<file path="src/rtl/fetch_controller_pkg.sv">
// Shared definitions for the instruction fetch controller: FSM encoding,
// instruction-word field positions and datapath widths.
package fetch_controller_pkg;

  typedef enum logic [1:0] {
    ST_IDLE      = 2'd0,
    ST_REQ_INSTR = 2'd1,
    ST_REQ_IMM   = 2'd2,
    ST_ISSUE     = 2'd3
  } fetch_state_t;

  localparam int WORD_W    = 32;
  localparam int OPCODE_W  = 5;
  localparam int REG_W     = 4;
  localparam int CNT_W     = 16;

  localparam int OPCODE_LSB = 27;
  localparam int S1_LSB     = 23;
  localparam int S2_LSB     = 19;
  localparam int DEST_LSB   = 15;

  localparam int IMM_FLAG_BIT = 4;

  localparam logic [CNT_W-1:0] CNT_MAX = '1;

  function automatic logic is_imm_opcode(input logic [OPCODE_W-1:0] opcode);
    return opcode[IMM_FLAG_BIT];
  endfunction

endpackage

</file>
<file path="src/rtl/fetch_decode.sv">
// Pure field extraction from the upper part of an instruction word; the
// low bits below the dest field carry no meaning and are not brought in.
module fetch_decode
  import fetch_controller_pkg::*;
(
  input  logic [WORD_W-1:DEST_LSB] i_word_hi,
  output logic [OPCODE_W-1:0]      o_opcode,
  output logic [REG_W-1:0]         o_s1,
  output logic [REG_W-1:0]         o_s2,
  output logic [REG_W-1:0]         o_dest,
  output logic                     o_is_imm
);

  assign o_opcode = i_word_hi[OPCODE_LSB +: OPCODE_W];
  assign o_s1     = i_word_hi[S1_LSB     +: REG_W];
  assign o_s2     = i_word_hi[S2_LSB     +: REG_W];
  assign o_dest   = i_word_hi[DEST_LSB   +: REG_W];
  assign o_is_imm = is_imm_opcode(o_opcode);

endmodule

</file>
<file path="src/rtl/fetch_controller.sv">
// Instruction fetch controller: fetches one- or two-word instructions,
// decodes them and holds each one until downstream accepts or a flush redirects.
module fetch_controller
  import fetch_controller_pkg::*;
#(
  parameter int                ADDR_W         = 8,
  parameter logic [ADDR_W-1:0] RESET_PC       = '0,
  parameter logic [CNT_W-1:0]  ISSUE_CNT_INIT = '0
) (
  input  logic              clk_r,
  input  logic              reset_n_r,
  output logic              imem_req,
  output logic [ADDR_W-1:0] imem_addr,
  input  logic              imem_ack,
  input  logic [31:0]       imem_data,
  input  logic              stall_in,
  input  logic              flush_in,
  input  logic [ADDR_W-1:0] branch_target,
  output logic              valid_out,
  output logic [4:0]        opcode_out,
  output logic [3:0]        s1_out,
  output logic [3:0]        s2_out,
  output logic [3:0]        dest_out,
  output logic [31:0]       ime_data_out,
  output logic [ADDR_W-1:0] pc_out,
  output logic [15:0]       issue_cnt
);

  fetch_state_t r_state;
  fetch_state_t w_next_state;

  logic [ADDR_W-1:0]   r_pc;
  logic [ADDR_W-1:0]   r_pc_out;
  logic [OPCODE_W-1:0] r_opcode;
  logic [REG_W-1:0]    r_s1;
  logic [REG_W-1:0]    r_s2;
  logic [REG_W-1:0]    r_dest;
  logic [WORD_W-1:0]   r_imm;
  logic                r_valid;
  logic [CNT_W-1:0]    r_issue_cnt;

  logic [OPCODE_W-1:0] w_dec_opcode;
  logic [REG_W-1:0]    w_dec_s1;
  logic [REG_W-1:0]    w_dec_s2;
  logic [REG_W-1:0]    w_dec_dest;
  logic                w_dec_is_imm;
  logic                w_flush;
  logic                w_ack;
  logic                w_issue_fire;

  fetch_decode u_decode (
    .i_word_hi (imem_data[WORD_W-1:DEST_LSB]),
    .o_opcode  (w_dec_opcode),
    .o_s1      (w_dec_s1),
    .o_s2      (w_dec_s2),
    .o_dest    (w_dec_dest),
    .o_is_imm  (w_dec_is_imm)
  );

  // A flush outranks everything, so an acknowledge landing in the same
  // cycle is thrown away rather than captured.
  assign w_flush      = flush_in && (r_state != ST_IDLE);
  assign imem_req     = (r_state == ST_REQ_INSTR) || (r_state == ST_REQ_IMM);
  assign w_ack        = imem_ack && imem_req && !w_flush;
  assign w_issue_fire = (r_state == ST_ISSUE) && !stall_in && !w_flush;

  // NOTE: sequential state uses non-blocking assignments so every register
  // samples pre-edge values regardless of statement order.
  always_ff @(posedge clk_r or negedge reset_n_r) begin
    if (!reset_n_r) begin
      r_state <= ST_IDLE;
    end else begin
      r_state <= w_next_state;
    end
  end

  // NOTE: the next-state default is assigned before the case so every path
  // drives it and no latch is inferred.
  always_comb begin
    w_next_state = r_state;
    case (r_state)
      ST_IDLE:      w_next_state = ST_REQ_INSTR;
      ST_REQ_INSTR: if (w_ack) w_next_state = w_dec_is_imm ? ST_REQ_IMM : ST_ISSUE;
      ST_REQ_IMM:   if (w_ack) w_next_state = ST_ISSUE;
      ST_ISSUE:     if (!stall_in) w_next_state = ST_REQ_INSTR;
      default:      w_next_state = ST_IDLE;
    endcase
    if (w_flush) w_next_state = ST_REQ_INSTR;
  end

  always_ff @(posedge clk_r or negedge reset_n_r) begin
    if (!reset_n_r) begin
      r_pc        <= RESET_PC;
      r_pc_out    <= '0;
      r_opcode    <= '0;
      r_s1        <= '0;
      r_s2        <= '0;
      r_dest      <= '0;
      r_imm       <= '0;
      r_valid     <= 1'b0;
      r_issue_cnt <= ISSUE_CNT_INIT;
    end else begin
      r_valid <= (w_next_state == ST_ISSUE);

      if (w_flush) begin
        r_pc <= branch_target;
      end else if (w_ack) begin
        r_pc <= r_pc + ADDR_W'(1);
      end

      if (w_ack && (r_state == ST_REQ_INSTR)) begin
        r_opcode <= w_dec_opcode;
        r_s1     <= w_dec_s1;
        r_s2     <= w_dec_s2;
        r_dest   <= w_dec_dest;
        r_pc_out <= r_pc;
        r_imm    <= '0;
      end

      if (w_ack && (r_state == ST_REQ_IMM)) begin
        r_imm <= imem_data;
      end

      if (w_issue_fire && (r_issue_cnt != CNT_MAX)) begin
        r_issue_cnt <= r_issue_cnt + CNT_W'(1);
      end
    end
  end

  assign imem_addr    = r_pc;
  assign valid_out    = r_valid;
  assign opcode_out   = r_opcode;
  assign s1_out       = r_s1;
  assign s2_out       = r_s2;
  assign dest_out     = r_dest;
  assign ime_data_out = r_imm;
  assign pc_out       = r_pc_out;
  assign issue_cnt    = r_issue_cnt;

endmodule

</file>
<file path="config.mk">
export PLATFORM = sky130hd
export DESIGN_NAME = fetch_controller
export DESIGN_NICKNAME = d
export VERILOG_FILES = /design/src/rtl/fetch_controller_pkg.sv /design/src/rtl/fetch_decode.sv /design/src/rtl/fetch_controller.sv
export SDC_FILE = /design/constraint.sdc
export NUM_CORES = 1
export LEC_CHECK = 0
export CORE_UTILIZATION = 39
export CTS_CLUSTER_DIAMETER = 100
export DETAILED_ROUTE_END_ITERATION = 8
export PLACE_DENSITY = 0.79
export RECOVER_POWER = 25
export SLEW_MARGIN = 20
export SYNTH_ARGS = -nofsm -noshare
export SYNTH_HDL_FRONTEND = slang
export SYNTH_SLANG_ARGS = --single-unit
</file>
<file path="constraint.sdc">
create_clock -name clk_r -period 4.8 [get_ports clk_r]
set_clock_uncertainty 0.2 [all_clocks]
set_input_delay 0.48 -clock clk_r [delete_from_list [all_inputs] [get_ports clk_r]]
set_output_delay 0.48 -clock clk_r [all_outputs]
set_load 0.02 [all_outputs]
</file>
==> flow_summary.yaml <==
outcome:
  status: "finished, violations left"
  violations: "hold timing"
timing:
  hold-worst-slack_ns: -0.0378
  final.period_utilization_pct: 55.1
  slew_violations: 0
  rsz0062_at_grt: "no"
  hold_violations: 42
  tns_ns: 0
  setup_viol: 0
  slew_headroom_pct: 26.9
  finalCriticalPeriod_ns: 2.65
  tightestPinTransition_ns: 1.09
  fmax_ghz: 0.378
place:
  gp_congestion: 0.790
  hpwlAfterDp_mm: 5.97
  io_buffers: 127
  dp_cells: 538
critical_path:
  critPathSlowestCell: "nor2_4"
  arrival_ns: 2.74
  critPathCaptureType: "register"
  required_ns: 4.89
  r2r_slack_ns: 2.15
  reg2reg_depth: 7
  critPathMaxStageDelay_ns: 0.58
  r2r_end: "ime_data_out[10]"
  r2r-start: "r_state[0]"
  startpoint_type: "register"
  cp_max_fo: 33
  criticalPathCategory: "reg2reg"
  crit_buf_inv: 2
  cp.depth: 7
  path_cells: "inv_1, ha_1, and2_1, and3_1, buf_4, nor2_4, a22o_1"
  critical_path.top_delay_family: "simple AND/OR/NAND/NOR gates"
cts:
  htree_levels: 3
  hold_buffers: 0
  cts.sinks: 84
  clk_pin_slew_ns: 0.09
  clkLatencyLatePin_ns: 0.35
  cts_tree: "yes"
  cts_setup_buffers: 0
  cts_resized: 0
  cts_inserted_buffers: 9
  clk_path_buf_depth: 2
  clock-root-buffer: "clkbuf_8"
layout:
  layout-drive-gt1-share_pct: 6.05
  diodes: 0
  final_nets: 493
  utilization_pct: 58.5
  final_cells: 554
  syn_to_final_growth_pct: 44.9
synthesis:
  syn_inst: 315
  synth_ff_type: "dfrtp_1"
  synth_cell_types: 41
  yosysWarnings: 0
  ys_seq_area_share_pct: 59.7
  synth_area_per_cell_sq_um: 11.2
  syn-num-nets: 367
  synth_edf_count: 0
  synthesis.area_sq_um: 3520
  synth_seq_cells: 84
  async_flop_share_pct: 100
grt:
  antenna_found_initial: 0
  grt_usage_pct: 18.9
  gr-total-overflow: 0
  grt_max_degree: 85
  met1_usage_pct: 24.4
  grt_pass1_vias: 2896
  grt-busiest-layer: "met2"
  grt.met2_usage_pct: 30.4
  grt_pass1_wl_mm: 14.2
  use_met3_pct: 3.90
floorplan:
  rows: 34
  die_h_microns: 97.0
  initial_utilization_pct: 40.4
  coreArea_sq_um: 8720
  top_level_ports: 128
  fp.dieArea_sq_um: 9410
  die_w_microns: 97.0
pwr:
  cellPowerDensity_nw_per_um2: 516
  finalPower_uw: 2630
  leakagePower_uw: 0.00238
  ir_drop_uv: 257
route:
  drc: 0
  antenna_left: 0
  dr.pass1.iters: 4
  drt_iter0_drc: 86
  via_count: 2831
  wl_per_cell_microns: 15.6
  routed_wl_mm: 8.65
  avgViaCountPerCell: 5.11
hold_path:
  hp-class: "in2async"
job:
  drv_cap: 0
[cells by family (layout without fill, tap and decap cells)]
family	after synthesis	count (layout)	share of synthesized area, %
AOI/OAI and AO/OA	45	45	10.0
xor gates and xnor gates	20	20	4.97
adders and majority gates	7	7	2.49
buffers and inverters	17	148	2.45
DFF	84	84	59.7
muxes	4	4	1.24
and+or+nand+nor	138	138	19.1
[synthesized netlist by cell type, drive strengths merged, types with 2 or more instances]
cell type  instances  area [sq um]
nand2             90           338
dfrtp             84          2100
a22o              32           280
xor2              17           149
clkbuf             8          30.0
nand4              8          56.3
o21ai              8          40.0
buf                7          48.8
ha                 7          87.6
nand3              7          40.0
nor2               5          21.3
nor4               5          52.6
and3               4          25.0
nor3               4          20.0
mux2               3          33.8
xnor2              3          26.3
a21oi              2          10.0
and2               2          12.5
and4               2          17.5
inv                2          7.51
nand2b             2          12.5
nor3b              2          20.0
[report_power, final]
part	switching [uW]	internal, uW	leakage, uW
logic	560	475	0.00116
clock network	265	296	0.000102
registers	154	884	0.00111
total	979	1650	0.00238
[worst max path at each step]
stage	slack [ns]	end	start
detailed placement	1.93	issue_cnt[15]	flush_in
floorplan	2.52	ime_data_out[0]	r_state[0]
finish	2.15	ime_data_out[10]	r_state[0]
global route	1.96	ime_data_out[27]	r_state[1]
global placement	1.59	ime_data_out[4]	flush_in
CTS	2.11	ime_data_out[10]	r_state[0]
[per-stage QoR]
stage,instance area [sq um],setup slack [ns]
after floorplan,3520,2.52
after CTS,5100,2.11
after global placement,4870,1.59
after global routing,5100,1.96
after detailed placement,4870,1.93
final,5100,2.15
[placed cells by master, fill, tap and decap left out, drive strengths merged, types with 2 or more instances in the layout]
master	count
buf	4
nand4	8
o21ai	8
ha	7
inv	3
nor3	4
and2	2
and3	4
a22o	32
xnor2	3
nor4	5
nand3	7
dfrtp	84
nand2	90
bufinv	2
and4	2
nand2b	2
xor2	17
a21oi	2
clkinvlp	3
clkbuf	9
nor3b	2
nor2	5
mux2	3
clkdlybuf4s50	126
[state kept, by name (all words and copies together) (netlist names)]
register and count:
dest_out 4, s2_out 4, s1_out 4, opcode_out 5
issue_cnt 16, imem_addr 8, valid_out 1, ime_data_out 32
pc_out 8, r_state 2
[cell type report]
class	instances	area, sq um
flip-flops and latches	84	2100
inverters	2	7.51
multi-input cells	214	1340
repair buffers	130	1290
clock buffers	9	124
clock inverters	7	100
well taps	108	135
fillers	727	3620
[routing by layer]
layer  wire length, microns  part of all wire (%)
met5                      0                     0
met4                    206                   2.4
met3                    418                   4.8
met2                   4090                    47
met1                   3930                    45
Power figures use the tool's default switching activity.
